### config.mk
export PLATFORM = sky130hd
export DESIGN_NAME = maxpool2x2_stream
export DESIGN_NICKNAME = d
export VERILOG_FILES = /design/src/rtl/maxpool2x2_stream.sv
export SDC_FILE = /design/constraint.sdc
export NUM_CORES = 1
export LEC_CHECK = 0
export BUFFER_PORTS_ARGS = -buffer_cell sky130_fd_sc_hd__buf_2
export CAP_MARGIN = 20
export CORE_AREA = 2 2 196 198
export CTS_BUF_LIST = sky130_fd_sc_hd__clkbuf_4
export CTS_CLUSTER_DIAMETER = 80
export DETAILED_ROUTE_END_ITERATION = 12
export DIE_AREA = 0 0 198 200
export PLACE_DENSITY = 0.7
export REMOVE_ABC_BUFFERS = 1
export SYNTH_ARGS = -nofsm -noshare
export SYNTH_HDL_FRONTEND = slang
export SYNTH_SLANG_ARGS = --single-unit
### constraint.sdc
create_clock -name clk -period 4.6 [get_ports clk]
set_input_delay 0.23 -clock clk [delete_from_list [all_inputs] [get_ports clk]]
set_output_delay 0.23 -clock clk [all_outputs]
set_load 0.01 [all_outputs]
### src/rtl/maxpool2x2_stream.sv
// rtl/maxpool2x2_stream.sv - streaming 2x2 stride-2 signed max-pool over a raster pixel stream
// Keeps a half-row buffer of top-row partial maxima so every input pixel is read exactly once.
module maxpool2x2_stream #(
   parameter int DATA_WIDTH = 32,
   parameter int IMG_WIDTH  = 24,
   parameter int IMG_HEIGHT = 24
) (
   input  logic                  clk,
   input  logic                  rst_n,
   input  logic                  clear,
   input  logic                  in_valid,
   output logic                  in_ready,
   input  logic [DATA_WIDTH-1:0] in_data,
   output logic                  out_valid,
   input  logic                  out_ready,
   output logic [DATA_WIDTH-1:0] out_data,
   output logic                  out_last
);

   localparam int HALF_W = IMG_WIDTH / 2;
   localparam int CW     = (IMG_WIDTH > 1) ? $clog2(IMG_WIDTH) : 1;
   localparam int RW     = (IMG_HEIGHT > 1) ? $clog2(IMG_HEIGHT) : 1;
   localparam int LW     = (HALF_W > 1) ? $clog2(HALF_W) : 1;
   localparam logic [DATA_WIDTH-1:0] MOST_NEG = {1'b1, {(DATA_WIDTH-1){1'b0}}};

   logic [CW-1:0]                col;
   logic [RW-1:0]                row;
   logic signed [DATA_WIDTH-1:0] hold;
   logic signed [DATA_WIDTH-1:0] px;
   logic signed [DATA_WIDTH-1:0] pm;
   logic signed [DATA_WIDTH-1:0] lb_rd;
   logic signed [DATA_WIDTH-1:0] win_max;
   logic [DATA_WIDTH-1:0]        linebuf [HALF_W];
   logic [LW-1:0]                lb_idx;
   logic                         accept;
   logic                         col_end;
   logic                         row_end;
   logic                         odd_col;
   logic                         odd_row;
   logic                         load_out;
   logic                         load_lb;

   // A held result blocks every beat, so an odd-row pixel can never overrun it.
   assign in_ready = (~out_valid | out_ready) & ~clear;
   assign accept   = in_valid & in_ready;

   assign col_end  = (col == CW'(IMG_WIDTH - 1));
   assign row_end  = (row == RW'(IMG_HEIGHT - 1));
   assign odd_col  = col[0];
   assign odd_row  = row[0];
   assign lb_idx   = LW'(col >> 1);

   assign px       = in_data;
   assign pm       = (hold > px) ? hold : px;
   assign lb_rd    = linebuf[lb_idx];
   assign win_max  = (lb_rd > pm) ? lb_rd : pm;

   assign load_out = accept & odd_col & odd_row;
   assign load_lb  = accept & odd_col & ~odd_row;

   always_ff @(posedge clk or negedge rst_n) begin
      if (!rst_n) begin
         col       <= '0;
         row       <= '0;
         hold      <= MOST_NEG;
         out_valid <= 1'b0;
         out_last  <= 1'b0;
         out_data  <= MOST_NEG;
      end else if (clear) begin
         col       <= '0;
         row       <= '0;
         hold      <= MOST_NEG;
         out_valid <= 1'b0;
         out_last  <= 1'b0;
      end else begin
         if (accept) begin
            if (col_end) begin
               col <= '0;
               row <= row_end ? '0 : row + 1'b1;
            end else begin
               col <= col + 1'b1;
            end
            if (!odd_col) begin
               hold <= px;
            end
         end
         // A new result in the same cycle as a downstream accept replaces it seamlessly.
         if (load_out) begin
            out_valid <= 1'b1;
            out_data  <= win_max;
            out_last  <= row_end & col_end;
         end else if (out_ready) begin
            out_valid <= 1'b0;
            out_last  <= 1'b0;
         end
      end
   end

   // Contents are meaningless after reset or clear; the next even row rewrites them first.
   always_ff @(posedge clk) begin
      if (load_lb) begin
         linebuf[lb_idx] <= pm;
      end
   end

endmodule
==> results.sh <==
export IMPL_synth_ff_type="sky130_fd_sc_hd__edfxtp_1"
export IMPL_tightest_slew_ps=764
export IMPL_synth_seq_area_share_pct=67.3
export IMPL_power_density_nw_per_um2=399
export IMPL_placed_standard_cell_area_um2=22000
export IMPL_post_synth_most_frequent_cells="sky130_fd_sc_hd__edfxtp_1 (384), sky130_fd_sc_hd__mux4_2 (96), sky130_fd_sc_hd__nand2_1 (91)"
export IMPL_critical_path_max_fanout=9
export IMPL_count_of_flip_flops_with_a_built_in_enable_after_synthesis=384
export IMPL_leakage_uw=0.00910
export IMPL_critPathLaunchType="flop"
export IMPL_design_portCount=72
export IMPL_slew_headroom_pct=48.9
export IMPL_final_min_clock_period_ps=4800
export IMPL_floorplan_die_height_um=200
export IMPL_worstHoldPathCells=4
export IMPL_core_area_um2=37400
export IMPL_groute_layer_met1_usage_pct=35.4
export IMPL_maxSlewViolCount=0
export IMPL_grt_util_met2_pct=41.1
export IMPL_synth_area_top_cells="sky130_fd_sc_hd__edfxtp_1 (58%), sky130_fd_sc_hd__mux4_2 (11%), sky130_fd_sc_hd__dfrtp_1 (9.3%)"
export IMPL_synth_largest_area_cell="sky130_fd_sc_hd__edfxtp_1"
export IMPL_post_synth_num_cell_types=50
export IMPL_cp_arrival_ps=5440
export IMPL_grt_start_max_net_pins=65
export IMPL_gp_congestion=0.847
export IMPL_h_tree_depth=3
export IMPL_min_delay_worst_endpoint="hold[4]"
export IMPL_buffer_ports_inserted=71
export IMPL_drc=0
export IMPL_cts_inserted_buffers=115
export IMPL_synth_warnings=0
export IMPL_post_synth_instance_area_um2=20000
export IMPL_area_growth_pct=23.4
export IMPL_power_uw=9820
export IMPL_clock_power_share_pct=36.1
export IMPL_layout_net_count=1629
export IMPL_crit_path_end_kind="flop"
export IMPL_cap_violations=0
export IMPL_avgViaCountPerCell=5.75
export IMPL_grt_antenna_before_repair=2
export IMPL_fmax_ghz=0.209
export IMPL_setup_worst_path_class="reg2reg"
export IMPL_all_layer_gr_usage_pct=25.4
export IMPL_placement_rows=71
export IMPL_worstPathRequired_ps=5250
export IMPL_clock_skew_final_ps=59.5
export IMPL_synth_ff_latch_count=460
export IMPL_combinational_power_share_pct=15.6
export IMPL_vdd_drop_max_mv=0.213
export IMPL_hp_start="in_data[4]"
export IMPL_die_width_um=198
export IMPL_drt_total_wl_um=48500
export IMPL_design_die_area_um2=39600
export IMPL_clock_insertion_delay_worst_skew_ps=820
export IMPL_cts_tree="built"
export IMPL_stdcell_area_um2=24600
export IMPL_post_dp_hpwl_um=29200
export IMPL_violation_count_after_the_first_detailed_routing_iteration=1075
export IMPL_timing_reg2reg_worst_path_depth=21
export IMPL_layout_filler_cells=2603
export IMPL_start_util_pct=53.3
export IMPL_outcome="complete, but fails checks"
export IMPL_r2r_end="out_data[19]"
export IMPL_timing_rr_start="hold[7]"
export IMPL_timing_critical_path_from="hold[7]"
export IMPL_cts_root_buf="sky130_fd_sc_hd__clkbuf_4"
export IMPL_wl_per_cell_um=22.7
export IMPL_groute_layer_met3_usage_pct=5.48
export IMPL_synth_most_common_cell="sky130_fd_sc_hd__edfxtp_1"
export IMPL_first_global_vias=12500
export IMPL_clk_path_buf_depth=3
export IMPL_wire_length_of_the_first_global_routing_pass_um=73600
export IMPL_synthesis_instances=1217
export IMPL_postSynth_asyncResetShare_pct=16.5
export IMPL_setup_repair_after_global_routing_missed_its_margin="true"
export IMPL_post_route_cells_drive_above_1_share_pct=38.6
export IMPL_synth_largest_type_area_fraction_pct=57.8
export IMPL_busiest_layer="met2"
export IMPL_clk_pin_slew_ps=70
export IMPL_hold_viol=0
export IMPL_setup_viol=32
export IMPL_reg2reg_setup_slack_ps=-200
export IMPL_internal_power_uw=7300
export IMPL_drt_pass1_iterations=5
export IMPL_failing_checks="negative setup slack"
export IMPL_power_share_switching_pct=25.7
export IMPL_fin_ws_ps=-196
export IMPL_post_synth_cell_area_avg_um2=16.4
export IMPL_global_route_total_overflow=0
export IMPL_clock_sinks=460
export IMPL_power_switching_uw=2520
export IMPL_pwr_share_seq_pct=48.3
export IMPL_via_count=12300
export IMPL_holdCritPathClass="in2reg"
export IMPL_antenna_left=0
export IMPL_finalCritPeriodShare_pct=104
export IMPL_dpl_worst_slack_ps=-764
critical path: stages, from the launching register on:
cell and delay, ps:
sky130_fd_sc_hd__dfrtp_1 410, sky130_fd_sc_hd__ha_4 240, sky130_fd_sc_hd__a21oi_2 120, sky130_fd_sc_hd__o21ai_1 80, sky130_fd_sc_hd__a221o_1 360, sky130_fd_sc_hd__a221oi_2 250
sky130_fd_sc_hd__buf_4 210, sky130_fd_sc_hd__o211ai_4 140, sky130_fd_sc_hd__and2_4 280, sky130_fd_sc_hd__buf_6 150, sky130_fd_sc_hd__mux2i_4 230, sky130_fd_sc_hd__ha_4 240
sky130_fd_sc_hd__nand4_1 140, sky130_fd_sc_hd__nor2_1 60, sky130_fd_sc_hd__a221o_1 400, sky130_fd_sc_hd__o31ai_2 290, sky130_fd_sc_hd__o2111ai_2 180, sky130_fd_sc_hd__mux2i_4 240
sky130_fd_sc_hd__buf_6 160, sky130_fd_sc_hd__buf_16 160, sky130_fd_sc_hd__a22oi_2 170, sky130_fd_sc_hd__o31ai_4 100
through the flow:
| step | hold slack [ps] | utilization, % | setup TNS (ps) | cells |
|---|---|---|---|---|
| after floorplan | -65.6 | - | -569020 | 1150 |
| after global placement | 252 | 58.8 | -22430 | 1867 |
| after detailed placement | 256 | 58.8 | -23320 | 1867 |
| after CTS | 175 | 65.2 | -3920 | 2131 |
| after global routing | 208 | 65.9 | -11020 | 2139 |
| final | 271 | 65.9 | -3920 | 2139 |
worst max path at each step:
stage,to,slack [ps],depth (start not counted)
floorplan,out_data[0],-3470,12
global placement,out_data[23],-710,20
detailed placement,out_data[20],-760,20
CTS,out_data[15],-150,19
global route,out_data[23],-400,21
finish,out_data[19],-200,21
state kept, by name (all words and copies together) (netlist names):
signal	cells
out_last	1
col	5
row	5
linebuf	384
hold	32
out_data	32
out_valid	1
cell families (layout without fill, tap and decap cells):
logic type / after synthesis / after routing / share of synthesized area [%]
flip-flops: 460 / 460 / 67.3
AND/OR/NAND/NOR: 203 / 204 / 5.01
AO/OA/AOI/OAI: 190 / 190 / 6.32
multiplexers: 161 / 161 / 14.3
buffers and inverters: 135 / 543 / 2.80
adder cells (fa/ha/maj): 66 / 66 / 4.14
XOR/XNOR: 2 / 2 / 0.0878
other: 0 / 2 / 0
cell type report:
type,count,area (um2),area share (%)
Sequential cell,460,13400,54.6
Multi-Input combinational cell,623,6580,26.7
Timing Repair Buffer,258,2130,8.66
Clock buffer,197,1480,6.00
Tap cell,511,639,2.60
Inverter,68,255,1.04
Clock inverter,20,90.1,0.366
Antenna cell,2,5.00,0.0203
power by group through the flow:
stage          Sequential (uW)  Clock, uW  Combinational, uW
3_3_place_gp              4830          0               1230
6_report                  4750       3540               1530
3_5_place_dp              4830          0               1260
2_1_floorplan             4860          0                674
4_1_cts                   4740       3630               1490
5_1_grt                   4750       3850               1650
cell usage in the layout, fill, tap and decap left out, types with 42 or more instances in the layout:
cell type,instances
sky130_fd_sc_hd__clkbuf_4,197
sky130_fd_sc_hd__mux4_2,96
sky130_fd_sc_hd__o31ai_1,58
sky130_fd_sc_hd__edfxtp_1,384
sky130_fd_sc_hd__mux2i_1,42
sky130_fd_sc_hd__dfrtp_1,70
sky130_fd_sc_hd__ha_1,56
sky130_fd_sc_hd__buf_2,70
sky130_fd_sc_hd__o21ai_0,42
sky130_fd_sc_hd__inv_1,68
sky130_fd_sc_hd__buf_4,123
sky130_fd_sc_hd__nand2_1,90
metal layers:
layer  up-vias  routed length (um)
li1       5488                   -
met1      6205               20000
met2       536               23600
met3        64                4190
met4         0                 694
met5         -                   0
what timing repair did:
action / 4_1_cts / 5_1_grt
buffers inserted: 7 / 8
pin swaps: 7 / 26
hold buffers: 38 / 0
gates cloned: 3 / 0
resized for setup: 54 / 46
hold endpoints to repair: 95 / 0
setup endpoints to repair: 32 / 32
No activity file was read; power rests on OpenSTA's default activity.
